## src/rtl/wash_temperature_selector.sv

```systemverilog
// ---------------------------------------------------------------------------
// wash_temperature_selector
//
// Holds a temperature level index per wash mode and steps it up or down on
// front-panel button edges. The index either wraps or saturates at the mode
// limits. A run lock freezes the selection. The result is a target
// temperature in degC for the heater controller.
//
// Optional feature macro: AUTO_REPEAT_EN
//   defined   : holding exactly one button repeats the step. The first repeat
//               comes HOLD_CYCLES after the edge, then one every REPEAT_CYCLES.
//   undefined : only button edges step. No repeat counter is built.
//
// Ports
//   clk                  in   1       system clock
//   reset                in   1       asynchronous, active-low reset
//   wash_mode            in   MODE_W  selected wash mode (level)
//   increment            in   1       step-up button (debounced level)
//   decrement            in   1       step-down button (debounced level)
//   lock                 in   1       1 = cycle running, selection frozen
//   index                out  IDX_W   registered level index
//   selected_temperature out  TEMP_W  BASE_TEMP + index*STEP_TEMP
//   at_max               out  1       index equals max of the latched mode
//   changed              out  1       one-cycle pulse alongside an index update
// ---------------------------------------------------------------------------
module wash_temperature_selector #(
    parameter int                         NUM_MODES        = 8,
    parameter int                         MODE_W           = 3,
    parameter int                         IDX_W            = 3,
    parameter int                         TEMP_W           = 7,
    parameter int                         BASE_TEMP        = 20,
    parameter int                         STEP_TEMP        = 10,
    parameter logic [NUM_MODES*IDX_W-1:0] MODE_DEFAULT_IDX = 24'h74231A,
    parameter logic [NUM_MODES*IDX_W-1:0] MODE_MAX_IDX     = 24'hDD57FC,
    parameter bit                         WRAP             = 1'b1,
    parameter int                         HOLD_CYCLES      = 16,
    parameter int                         REPEAT_CYCLES    = 4
) (
    input  logic              clk,
    input  logic              reset,
    input  logic [MODE_W-1:0] wash_mode,
    input  logic              increment,
    input  logic              decrement,
    input  logic              lock,
    output logic [IDX_W-1:0]  index,
    output logic [TEMP_W-1:0] selected_temperature,
    output logic              at_max,
    output logic              changed
);

    logic [IDX_W-1:0]  index_reg;
    logic [MODE_W-1:0] mode_q_reg;
    logic              loaded_reg;
    logic              changed_reg;
    logic              inc_q_reg;
    logic              dec_q_reg;

    // Per-mode tables unpacked from the parameter vectors. A default above
    // its mode's maximum is clamped once here, not on every reload.
    logic [IDX_W-1:0] dflt_tbl [NUM_MODES];
    logic [IDX_W-1:0] max_tbl  [NUM_MODES];

    genvar gi;
    generate
        for (gi = 0; gi < NUM_MODES; gi++) begin : g_tbl
            localparam logic [IDX_W-1:0] DEF_IDX = MODE_DEFAULT_IDX[gi*IDX_W +: IDX_W];
            localparam logic [IDX_W-1:0] MAX_IDX = MODE_MAX_IDX[gi*IDX_W +: IDX_W];
            assign dflt_tbl[gi] = (DEF_IDX > MAX_IDX) ? MAX_IDX : DEF_IDX;
            assign max_tbl[gi]  = MAX_IDX;
        end
    endgenerate

    // Mode codes outside the table fall back to index 0 with limit 0.
    logic             mode_ok;
    logic             mode_q_ok;
    logic [IDX_W-1:0] load_idx;
    logic [IDX_W-1:0] cur_max;

    assign mode_ok   = (32'(wash_mode) < NUM_MODES);
    assign mode_q_ok = (32'(mode_q_reg) < NUM_MODES);
    assign load_idx  = mode_ok ? dflt_tbl[wash_mode] : '0;
    assign cur_max   = mode_q_ok ? max_tbl[mode_q_reg] : '0;

    logic inc_edge;
    logic dec_edge;
    logic mode_change;
    logic step_up;
    logic step_dn;
    logic [IDX_W-1:0] next_idx;

    assign inc_edge    = increment & ~inc_q_reg;
    assign dec_edge    = decrement & ~dec_q_reg;
    assign mode_change = (wash_mode != mode_q_reg);

`ifdef AUTO_REPEAT_EN
    // A value of 0 means disarmed. An edge arms the counter at 1, so the
    // counter equals the number of cycles since the edge when it is sampled.
    // After a repeat the counter jumps back so it reaches HOLD_CYCLES again
    // REPEAT_CYCLES later.
    localparam int CNT_W = $clog2(HOLD_CYCLES + 1);

    logic [CNT_W-1:0] rpt_cnt_reg;
    logic             rpt_fire;

    assign rpt_fire = (rpt_cnt_reg == CNT_W'(HOLD_CYCLES)) && (increment ^ decrement);

    always_ff @(posedge clk or negedge reset) begin
        if (!reset) begin
            rpt_cnt_reg <= '0;
        end else if (!loaded_reg || lock || mode_change || !(increment ^ decrement)) begin
            rpt_cnt_reg <= '0;
        end else if (inc_edge || dec_edge) begin
            rpt_cnt_reg <= CNT_W'(1);
        end else if (rpt_cnt_reg == CNT_W'(HOLD_CYCLES)) begin
            rpt_cnt_reg <= CNT_W'(HOLD_CYCLES - REPEAT_CYCLES + 1);
        end else if (rpt_cnt_reg != '0) begin
            rpt_cnt_reg <= rpt_cnt_reg + CNT_W'(1);
        end
    end
`endif

    always_comb begin
        // Simultaneous edges on both buttons cancel out.
        step_up = inc_edge & ~dec_edge;
        step_dn = dec_edge & ~inc_edge;
`ifdef AUTO_REPEAT_EN
        if (rpt_fire) begin
            step_up = increment;
            step_dn = decrement;
        end
`endif
        next_idx = index_reg;
        if (step_up) begin
            if (index_reg >= cur_max) begin
                next_idx = WRAP ? '0 : index_reg;
            end else begin
                next_idx = index_reg + IDX_W'(1);
            end
        end else if (step_dn) begin
            if (index_reg == '0) begin
                next_idx = WRAP ? cur_max : index_reg;
            end else begin
                next_idx = index_reg - IDX_W'(1);
            end
        end
    end

    always_ff @(posedge clk or negedge reset) begin
        if (!reset) begin
            index_reg   <= '0;
            mode_q_reg  <= '0;
            loaded_reg  <= 1'b0;
            changed_reg <= 1'b0;
            inc_q_reg   <= 1'b0;
            dec_q_reg   <= 1'b0;
        end else begin
            // Button history follows the inputs even while locked. A button
            // held through unlock therefore has no edge left to act on.
            inc_q_reg   <= increment;
            dec_q_reg   <= decrement;
            changed_reg <= 1'b0;
            if (!loaded_reg || (!lock && mode_change)) begin
                // A reload always pulses changed, even when the value is the same.
                index_reg   <= load_idx;
                mode_q_reg  <= wash_mode;
                loaded_reg  <= 1'b1;
                changed_reg <= 1'b1;
            end else if (!lock && (step_up || step_dn)) begin
                index_reg   <= next_idx;
                changed_reg <= (next_idx != index_reg);
            end
        end
    end

    assign index                = index_reg;
    assign selected_temperature = TEMP_W'(BASE_TEMP) + TEMP_W'(index_reg) * TEMP_W'(STEP_TEMP);
    assign at_max               = (index_reg == cur_max);
    assign changed              = changed_reg;

endmodule

```

## config.mk

```make
export PLATFORM = sky130hd
export DESIGN_NAME = wash_temperature_selector
export DESIGN_NICKNAME = d
export VERILOG_FILES = /design/src/rtl/wash_temperature_selector.sv
export SDC_FILE = /design/constraint.sdc
export NUM_CORES = 1
export LEC_CHECK = 0
export CAP_MARGIN = 20
export CELL_PAD_IN_SITES_DETAIL_PLACEMENT = 1
export CELL_PAD_IN_SITES_GLOBAL_PLACEMENT = 2
export CORE_MARGIN = 5
export CORE_UTILIZATION = 30
export DETAILED_ROUTE_END_ITERATION = 8
export PLACE_DENSITY = 0.84
export SETUP_SLACK_MARGIN = 0.5
export SLEW_MARGIN = 20
export SYNTH_ARGS = -nofsm -noshare
export SYNTH_HDL_FRONTEND = slang
export SYNTH_SLANG_ARGS = --single-unit
```

## constraint.sdc

```tcl
create_clock -name clk -period 6.9 [get_ports clk]
set_clock_uncertainty 0.1 [all_clocks]
set_input_delay 1.035 -clock clk [delete_from_list [all_inputs] [get_ports clk]]
set_output_delay 1.035 -clock clk [all_outputs]
set_load 0.01 [all_outputs]
```

==> results of run 1 <==
==> kinds of logic after synthesis <==
family                   share of synthesized area
AND/OR/NAND/NOR                              0.207
adder cells (fa/ha/maj)                      0.158
multiplexers                                0.0426
AO/OA/AOI/OAI                                0.212
XOR/XNOR                                    0.0681
buffers and inverters                       0.0620
other                                      0.00730
flip-flops                                   0.243
==> layout make-up <==
class,count,area share
inverters,7,0.0208
clock buffers,4,0.0287
flip-flops and latches,10,0.198
repair buffers,18,0.142
well taps,46,0.0455
multi-input cells,95,0.565
==> per-layer routing <==
layer / part of all wire / track usage / vias up
met3: 0.037 / 0.0194 / 7
met1: 0.44 / 0.165 / 452
met5: 0 / 0 / -
met2: 0.50 / 0.229 / 21
met4: 0.020 / 0.0596 / 0
li1: - / - / 448
==> worst max-delay path, stage by stage, from the launching register on <==
cell and delay [ns]:
dfrtp_1 0.52, ha_1 0.27, ha_1 0.18, ha_1 0.30, o21ai_0 0.11, xnor2_1 0.14
clkdlybuf4s50_1 0.55
==> path summary, 6_finish.rpt <==
| check | end | from | slack, ns |
|---|---|---|---|
| worst max-delay path | selected_temperature[6] | index[0]$_DFFE_PN0P_ | 3.42 |
| worst min-delay path | changed$_DFF_PN0_ | loaded_reg$_DFFE_PN0N_ | 0.53 |
| worst max register to register | index[0]$_DFFE_PN0P_ | mode_q_reg[0]$_DFFE_PN0N_ | 4.16 |
| worst min register to register | changed$_DFF_PN0_ | loaded_reg$_DFFE_PN0N_ | 0.53 |
| max in group asynchronous | index[2]$_DFFE_PN0P_ | reset | 5.36 |
| min in group asynchronous | loaded_reg$_DFFE_PN0N_ | reset | 1.00 |
==> power by group through the flow <==
stage	logic [mW]	clock network [mW]	registers, mW
after floorplan	0.0775	0	0.0732
after global placement	0.122	0	0.0746
after detailed placement	0.126	0	0.0753
after CTS	0.127	0.0553	0.0743
after global routing	0.138	0.0577	0.0760
final	0.126	0.0549	0.0740
==> cells in the mapped netlist, drive strengths merged <==
cell type   n  share of area
a41oi       1         0.0085
mux2        3          0.033
xnor2       4          0.034
a32oi       1         0.0085
a211oi      1         0.0073
ha         13           0.16
o32ai       1         0.0085
inv         7          0.026
a221oi      1          0.015
nor2        8          0.029
a21oi       4          0.019
mux2i       1         0.0097
nand2      11          0.040
o31ai       2          0.015
a2111oi     2          0.035
buf         4          0.036
nor2b       2          0.015
nand2b      3          0.018
o21a        1         0.0073
conb        2         0.0073
nor4        1         0.0061
or3         1          0.011
o41ai       1         0.0085
nand4       1         0.0061
o211ai      1         0.0073
o31a        1         0.0085
and3        2          0.013
and2        2          0.013
nand3       3          0.015
xor2        4          0.034
dfrtp      10           0.24
a31oi       5          0.030
or2b        1         0.0085
and2b       2          0.017
nor3        3          0.015
a21o        1         0.0085
o21ai       5          0.024
==> per-stage QoR <==
stage | utilization | worst slack [ns]
after floorplan | - | 4.24
after global placement | 0.368 | 3.72
after detailed placement | 0.368 | 3.62
after CTS | 0.379 | 3.40
after global routing | 0.379 | 3.27
final | 0.379 | 3.42
==> cell usage in the layout, fill, tap and decap left out, types with 2 or more instances in the layout <==
cell type	n
clkdlybuf4s50_1	18
ha_1	13
nand2_1	11
dfrtp_1	10
nor2_1	8
inv_1	7
a31oi_1	5
xnor2_1	4
xor2_1	4
a21oi_1	4
nand2b_1	3
nand3_1	3
o21ai_1	3
nor3_1	3
mux2_2	3
clkbuf_4	3
o21ai_0	2
and2b_2	2
o31ai_1	2
conb_1	2
==> impl_metrics.ini, run 1 <==
[worst_setup_path]
reg2reg_depth = 8
worstPathArrival_ns = 2.34
crit_required_ns = 5.76
crit_type = register to output port
start_kind = register
crit_fanout = 9
crit_path_end_kind = output port

[cts]
cts_setup_buffers = 0
cts-htree-levels = 1
clkTransAtPathRegs_ns = 0.07
cts_tree = built
post_cts_resized = 0
cts_root_buf = clkbuf_4
cts.sinks = 10
numCtsBuffers = 3
cts_buffer_depth = 2
clock_latency_ns = 0.27
postCtsHoldBufs = 0

[cells_and_area]
nFillCells = 414
stdcell_area_mm2 = 0.00126
seq_area_um2 = 250
multi_input_area_um2 = 714
area_growth_syn_to_layout_pct = 23.0
layout.cells.non_filler = 180
nNetsFinal = 156
drive_above_1_share = 0.127
n_antenna_cell = 0

[floorplanning]
core_area_mm2 = 0.00334
die_y_um = 68.6
fp-row-count = 21
io_pins = 20
dieArea_mm2 = 0.00470
die_w_um = 68.6
initial_utilization = 0.308

[run]
drv_cap = 0

[min_path]
hold_class = register to register
min_path_cells = 2

[pwr]
intPower_uw = 158
seq_power_share = 0.291
pwr-share-comb = 0.494
switching_share = 0.381
power_per_cell_area_mw_per_mm2 = 201
vdd_drop_max_mv = 0.0716
p_total_uw = 255
power.leakage_nw = 0.523
switchingPower_uw = 97.2
power_frac_clock = 0.216

[placement]
post_dp_cell_area_mm2 = 0.00123
finalWeightedCongestion = 0.799
post-place-cells = 176
hpwlAfterDp_mm = 2.20
port_buffers = 18

[synth]
synthDistinctLibCells = 43
synthCells = 116
synth_warnings = 0
synth.avg_cell_area_um2 = 8.87
synth_area_mm2 = 0.00103
synth-seq-area-share = 0.243
synth_nets = 137
ys_ff_latch = 10

[sta]
hold_violations = 0
fin_hold_ws_ns = 0.534
setup_viol = 0
slew_viol_final = 0
worst_slew_pin_slew_ns = 0.509
fin_crit_ns = 3.48
finalSetupTns_ns = 0
slew_headroom = 0.660
max_freq_ghz = 0.288
rsz0062_at_grt = no
fin_crit_sh = 0.504

[route]
drt-initial-drc-count = 47
wl_mm = 2.76
wire_per_inst_um = 15.3
drtAntennaViolNets = 0
vias = 928
drc = 0
drt_first_pass_iters = 3
routed_via_density = 5.16

[global_routing]
grt_overflow = 0
grt_pass1_wl_mm = 4.68
grt_pass1_vias = 1016
antenna_found_initial = 0
grt_start_max_net_pins = 13
track_usage = 0.134

[status]
status = completed
Note: power is estimated with default switching activity, not from simulation.
==> run 2, diff against run 1 <==
--- a/config.mk
+++ b/config.mk
@@ -9,9 +9,9 @@
 export CELL_PAD_IN_SITES_DETAIL_PLACEMENT = 1
 export CELL_PAD_IN_SITES_GLOBAL_PLACEMENT = 2
 export CORE_MARGIN = 5
-export CORE_UTILIZATION = 30
+export CORE_UTILIZATION = 28
 export DETAILED_ROUTE_END_ITERATION = 8
-export PLACE_DENSITY = 0.84
+export PLACE_DENSITY = 0.83
 export SETUP_SLACK_MARGIN = 0.5
 export SLEW_MARGIN = 20
 export SYNTH_ARGS = -nofsm -noshare
==> constraint.sdc (replaced) <==
create_clock -name clk -period 3 [get_ports clk]
set_clock_uncertainty 0.1 [all_clocks]
set_input_delay 0.45 -clock clk [delete_from_list [all_inputs] [get_ports clk]]
set_output_delay 0.45 -clock clk [all_outputs]
set_load 0.01 [all_outputs]
==> run 2 against run 1 <==
Against the previous run:
- register-to-register slack got worse by 3.6 ns
- highest routed layer unchanged
- largest cell class unchanged
- sequential share of layout area fell by 0.94 points
- first-iteration DRC count fell by 64%
- critical path depth fell by 1
- power rose by 140%
- non-clock buffer count rose by 5
==> impl_metrics.ini, run 2 (synthesis gave the netlist of run 1 again) <==
[floorplanning]
core_area_mm2 = 0.00361
initial_utilization = 0.285
io_pins = 20
die_w_um = 70.6
fp-row-count = 22
die_y_um = 70.6
dieArea_mm2 = 0.00499

[cells_and_area]
nFillCells = 440
multi_input_area_um2 = 747
layout.cells.non_filler = 186
drive_above_1_share = 0.232
mostFrequentLayoutCell = clkdlybuf4s50_1
final_cell_mix = clkdlybuf4s50_1 (15), ha_1 (13), nand2_1 (11), nor2_1 (8), dfrtp_1 (8)
fin_util = 0.372
nNetsFinal = 161
n_antenna_cell = 0
stdcell_area_mm2 = 0.00134
area_growth_syn_to_layout_pct = 30.4
seq_area_um2 = 253

[worst_setup_path]
crit_path_max_incr_delay_ns = 0.42
crit_family = simple AND/OR/NAND/NOR gates
cp_cell_sequence = or3_4 -> and2_4 -> ha_1 -> and3_1 -> dlygate4sd2_1
crit_path_end_kind = output port
start_kind = register
crit_required_ns = 2.45
crit_fanout = 4
reg2reg_slack_ns = 0.55
reg2reg_depth = 8
worstPathArrival_ns = 1.97
crit_slowest_cell = dfrtp_2
crit_buf_inv = 1
r2r_end = index[0]$_DFFE_PN0P_
r2r-start = mode_q_reg[0]$_DFFE_PN0N_
crit_type = register to output port

[cts]
cts_root_buf = clkbuf_8
clkTransAtPathRegs_ns = 0.05
cts.sinks = 10
postCtsHoldBufs = 0
cts-htree-levels = 1
clock_latency_ns = 0.23
numCtsBuffers = 3
cts_buffer_depth = 2
cts_tree = built

[route]
routed_via_density = 5.17
drtAntennaViolNets = 0
drt-initial-drc-count = 17
drc = 0
drt_first_pass_iters = 4
vias = 962
wire_per_inst_um = 16.3
wl_mm = 3.04

[global_routing]
grt_pass1_wl_mm = 5.08
grt_start_max_net_pins = 12
track_usage = 0.124
grt_overflow = 0
antenna_found_initial = 0
grt_pass1_vias = 1045

[pwr]
power.leakage_nw = 0.558
power_per_cell_area_mw_per_mm2 = 463
vdd_drop_max_mv = 0.207
p_total_uw = 621

[sta]
fin_crit_ns = 2.52
setup_viol = 0
fin_crit_sh = 0.838
hold_violations = 0
rsz0062_at_grt = yes
max_freq_ghz = 0.398
slew_headroom = 0.640
slew_viol_final = 0
worst_slew_pin_slew_ns = 0.538
finalSetupTns_ns = 0
worst_slack_ns = 0.485
fin_hold_ws_ns = 0.471

[placement]
hpwlAfterDp_mm = 2.42
place_ws_ns = 0.373
port_buffers = 18
post-place-cells = 180
post_dp_cell_area_mm2 = 0.00125
finalWeightedCongestion = 0.837

[status]
status = completed

[min_path]
hold_class = input port to asynchronous set/reset pin

[run]
drv_cap = 0
run 2: cell count changes in the layout (fill, tap and decap cells not counted), sizes merged:
| cell | change |
|---|---|
| clkinvlp | +1 |
| buf | +5 |
| dlygate4sd2 | +2 |
| clkdlybuf4s50 | -3 |
| inv | -1 |
run 2: layout make-up:
type                       instances  share of cell area
clock buffer                       3              0.0308
inverter                           7              0.0224
multi-input combinational         95               0.557
sequential                        10               0.188
tap                               48              0.0448
timing repair buffer              23               0.157
run 2: how the worst max path moves through the flow:
stage	from	to	depth (start not counted)
after detailed placement	decrement	index[2]$_DFFE_PN0P_	8
after floorplan	mode_q_reg[0]$_DFFE_PN0N_	index[0]$_DFFE_PN0P_	9
after global placement	mode_q_reg[0]$_DFFE_PN0N_	index[0]$_DFFE_PN0P_	8
after CTS	mode_q_reg[0]$_DFFE_PN0N_	at_max	5
final	mode_q_reg[0]$_DFFE_PN0N_	at_max	5
after global routing	mode_q_reg[0]$_DFFE_PN0N_	at_max	5
run 2: metal layers:
layer / GRT usage / up-vias / share of wire
met1: 0.143 / 472 / 0.41
met5: 0 / - / 0
met3: 0.0241 / 6 / 0.036
met2: 0.226 / 25 / 0.53
met4: 0.0459 / 0 / 0.022
li1: - / 459 / -
run 2: timing repair:
action	4_1_cts	5_1_grt
endpoints found under the setup margin	7	6
resized for setup	8	8
buffers inserted	0	3
pin swaps	1	3
run 2: where the power goes:
| group | internal (mW) | switching [mW] | total [mW] |
|---|---|---|---|
| clock network | 0.0878 | 0.0509 | 0.139 |
| logic | 0.148 | 0.171 | 0.319 |
| registers | 0.148 | 0.0152 | 0.163 |
run 2: worst register-to-register path, delay by kind of cell (launching register included):
family / cells / cell delay (ns)
AND/OR/NAND/NOR: 4 / 0.74
AO/OA/AOI/OAI: 3 / 0.74
adder cells (fa/ha/maj): 1 / 0.29
flip-flops: 1 / 0.42
==> run 3, diff against run 2 <==
--- a/config.mk
+++ b/config.mk
@@ -9,9 +9,9 @@
 export CELL_PAD_IN_SITES_DETAIL_PLACEMENT = 1
 export CELL_PAD_IN_SITES_GLOBAL_PLACEMENT = 2
 export CORE_MARGIN = 5
-export CORE_UTILIZATION = 28
+export CORE_UTILIZATION = 30
 export DETAILED_ROUTE_END_ITERATION = 8
-export PLACE_DENSITY = 0.83
+export PLACE_DENSITY = 0.84
 export SETUP_SLACK_MARGIN = 0.5
 export SLEW_MARGIN = 20
 export SYNTH_ARGS = -nofsm -noshare
==> constraint.sdc (replaced) <==
create_clock -name clk -period 2.6 [get_ports clk]
set_clock_uncertainty 0.1 [all_clocks]
set_input_delay 0.39 -clock clk [delete_from_list [all_inputs] [get_ports clk]]
set_output_delay 0.39 -clock clk [all_outputs]
set_load 0.01 [all_outputs]
==> run 3 against run 2 <==
Against the previous run:
- clock power rose by 3%
- critical path depth rose by 3
- sequential power increased by 12%
- critical endpoint is now changed$_DFF_PN0_
==> impl_metrics.ini, run 3 (synthesis gave the netlist of run 1 again) <==
[status]
status = completed

[global_routing]
antenna_found_initial = 0
grt_start_max_net_pins = 12
grt_overflow = 0
grt_pass1_wl_mm = 4.91
track_usage = 0.143
grt_pass1_vias = 1011

[sta]
hold_violations = 0
fin_crit_ns = 2.26
slew_viol_final = 0
worst_slack_ns = 0.344
setup_viol = 0
rsz0062_at_grt = yes
max_freq_ghz = 0.443
finalSetupTns_ns = 0
fin_crit_sh = 0.868

[placement]
port_buffers = 18
place_ws_ns = 0.151
post-place-cells = 181
finalWeightedCongestion = 0.907
hpwlAfterDp_mm = 2.34
post_dp_cell_area_mm2 = 0.00129

[floorplanning]
die_y_um = 68.6
fp-row-count = 21
core_area_mm2 = 0.00334
initial_utilization = 0.308
die_w_um = 68.6
io_pins = 20
dieArea_mm2 = 0.00470

[cells_and_area]
nNetsFinal = 167
n_antenna_cell = 0
fin_util = 0.466
multi_input_area_um2 = 933
stdcell_area_mm2 = 0.00156
drive_above_1_share = 0.428
mostFrequentLayoutCell = clkdlybuf4s50_1
seq_area_um2 = 253
area_growth_syn_to_layout_pct = 51.3
layout.cells.non_filler = 191
nFillCells = 396
final_cell_mix = clkdlybuf4s50_1 (13), nand2_1 (10), buf_4 (10), nor2_1 (8), dfrtp_1 (8)

[cts]
cts.sinks = 10
postCtsHoldBufs = 0
clock_latency_ns = 0.27
cts_buffer_depth = 2
cts-htree-levels = 1
cts_root_buf = clkbuf_4
clkTransAtPathRegs_ns = 0.07
numCtsBuffers = 3
cts_tree = built

[pwr]
switchingPower_uw = 319
seq_power_share = 0.227
pwr-share-comb = 0.596
power.leakage_nw = 0.612
vdd_drop_max_mv = 0.252
power_per_cell_area_mw_per_mm2 = 519
power_frac_clock = 0.177
intPower_uw = 489
switching_share = 0.395

[worst_setup_path]
worstPathArrival_ns = 2.30
crit_buf_inv = 0
crit_path_max_incr_delay_ns = 0.45
crit_path_end_kind = register
crit_type = register to register
start_kind = register
crit_slowest_cell = dfrtp_2
crit_required_ns = 2.64
crit_fanout = 5
reg2reg_slack_ns = 0.34
crit_family = compound AO/OA/AOI/OAI gates
cp_cell_sequence = or3_4 -> and2_4 -> ha_4 -> nor2b_4 -> o21ai_4 -> a31oi_2 -> a221oi_2 -> a31oi_4

[route]
drt_first_pass_iters = 4
wl_mm = 3.03
vias = 983
drt-initial-drc-count = 19
routed_via_density = 5.15
drc = 0
wire_per_inst_um = 15.9
drtAntennaViolNets = 0

[run]
drv_cap = 0

[min_path]
hold_class = input port to asynchronous set/reset pin
run 3: cell types whose count changed in the layout (fill, tap and decap cells not counted), sizes merged:
| cell | before | now |
|---|---|---|
| buf | 5 | 14 |
| clkbuf | 4 | 5 |
| clkdlybuf4s50 | 15 | 13 |
| clkinvlp | 1 | 0 |
| dlygate4sd2 | 2 | 1 |
| inv | 6 | 7 |
run 3: worst paths after layout:
path / from / endpoint / cells past startpoint
min in group clk: increment / inc_q_reg$_DFF_PN0_ / 1
max in group asynchronous: reset / mode_q_reg[1]$_DFFE_PN0N_ / 1
hold / removal: reset / changed$_DFF_PN0_ / 1
setup / recovery: mode_q_reg[1]$_DFFE_PN0N_ / changed$_DFF_PN0_ / 8
setup reg to reg: mode_q_reg[1]$_DFFE_PN0N_ / changed$_DFF_PN0_ / 8
hold reg to reg: mode_q_reg[1]$_DFFE_PN0N_ / mode_q_reg[1]$_DFFE_PN0N_ / 1
run 3: final cells by class:
cell class | count | share of cell area
clock buffer | 4 | 0.0233
timing repair buffer | 29 | 0.158
sequential | 10 | 0.162
tap | 46 | 0.0370
multi-input combinational | 95 | 0.600
inverter | 7 | 0.0201
run 3: per-stage QoR:
stage / total power, mW / hold slack (ns)
3_3_place_gp: 0.548 / 0.499
2_1_floorplan: 0.412 / -0.00559
5_1_grt: 0.867 / 0.352
6_report: 0.807 / 0.332
4_1_cts: 0.774 / 0.342
3_5_place_dp: 0.563 / 0.522
run 3: power by group through the flow:
| stage | registers, mW | clock network (mW) | logic [mW] |
|---|---|---|---|
| floorplan | 0.196 | 0 | 0.216 |
| global placement | 0.183 | 0 | 0.366 |
| detailed placement | 0.184 | 0 | 0.379 |
| CTS | 0.181 | 0.150 | 0.443 |
| global route | 0.185 | 0.159 | 0.523 |
| finish | 0.183 | 0.143 | 0.481 |
run 3: repair_timing:
action,CTS,global route
hold endpoints to repair,0,0
gates cloned,0,0
resized for setup,41,14
setup buffers,5,1
endpoints found under the setup margin,9,8
pin swaps,13,11
run 3: metal layers:
metal	global-route usage	wire length [um]	up-vias
li1	-	-	479
met1	0.174	1340	474
met2	0.246	1500	23
met4	0.0447	44	0
met5	0	0	-
met3	0.0340	149	7
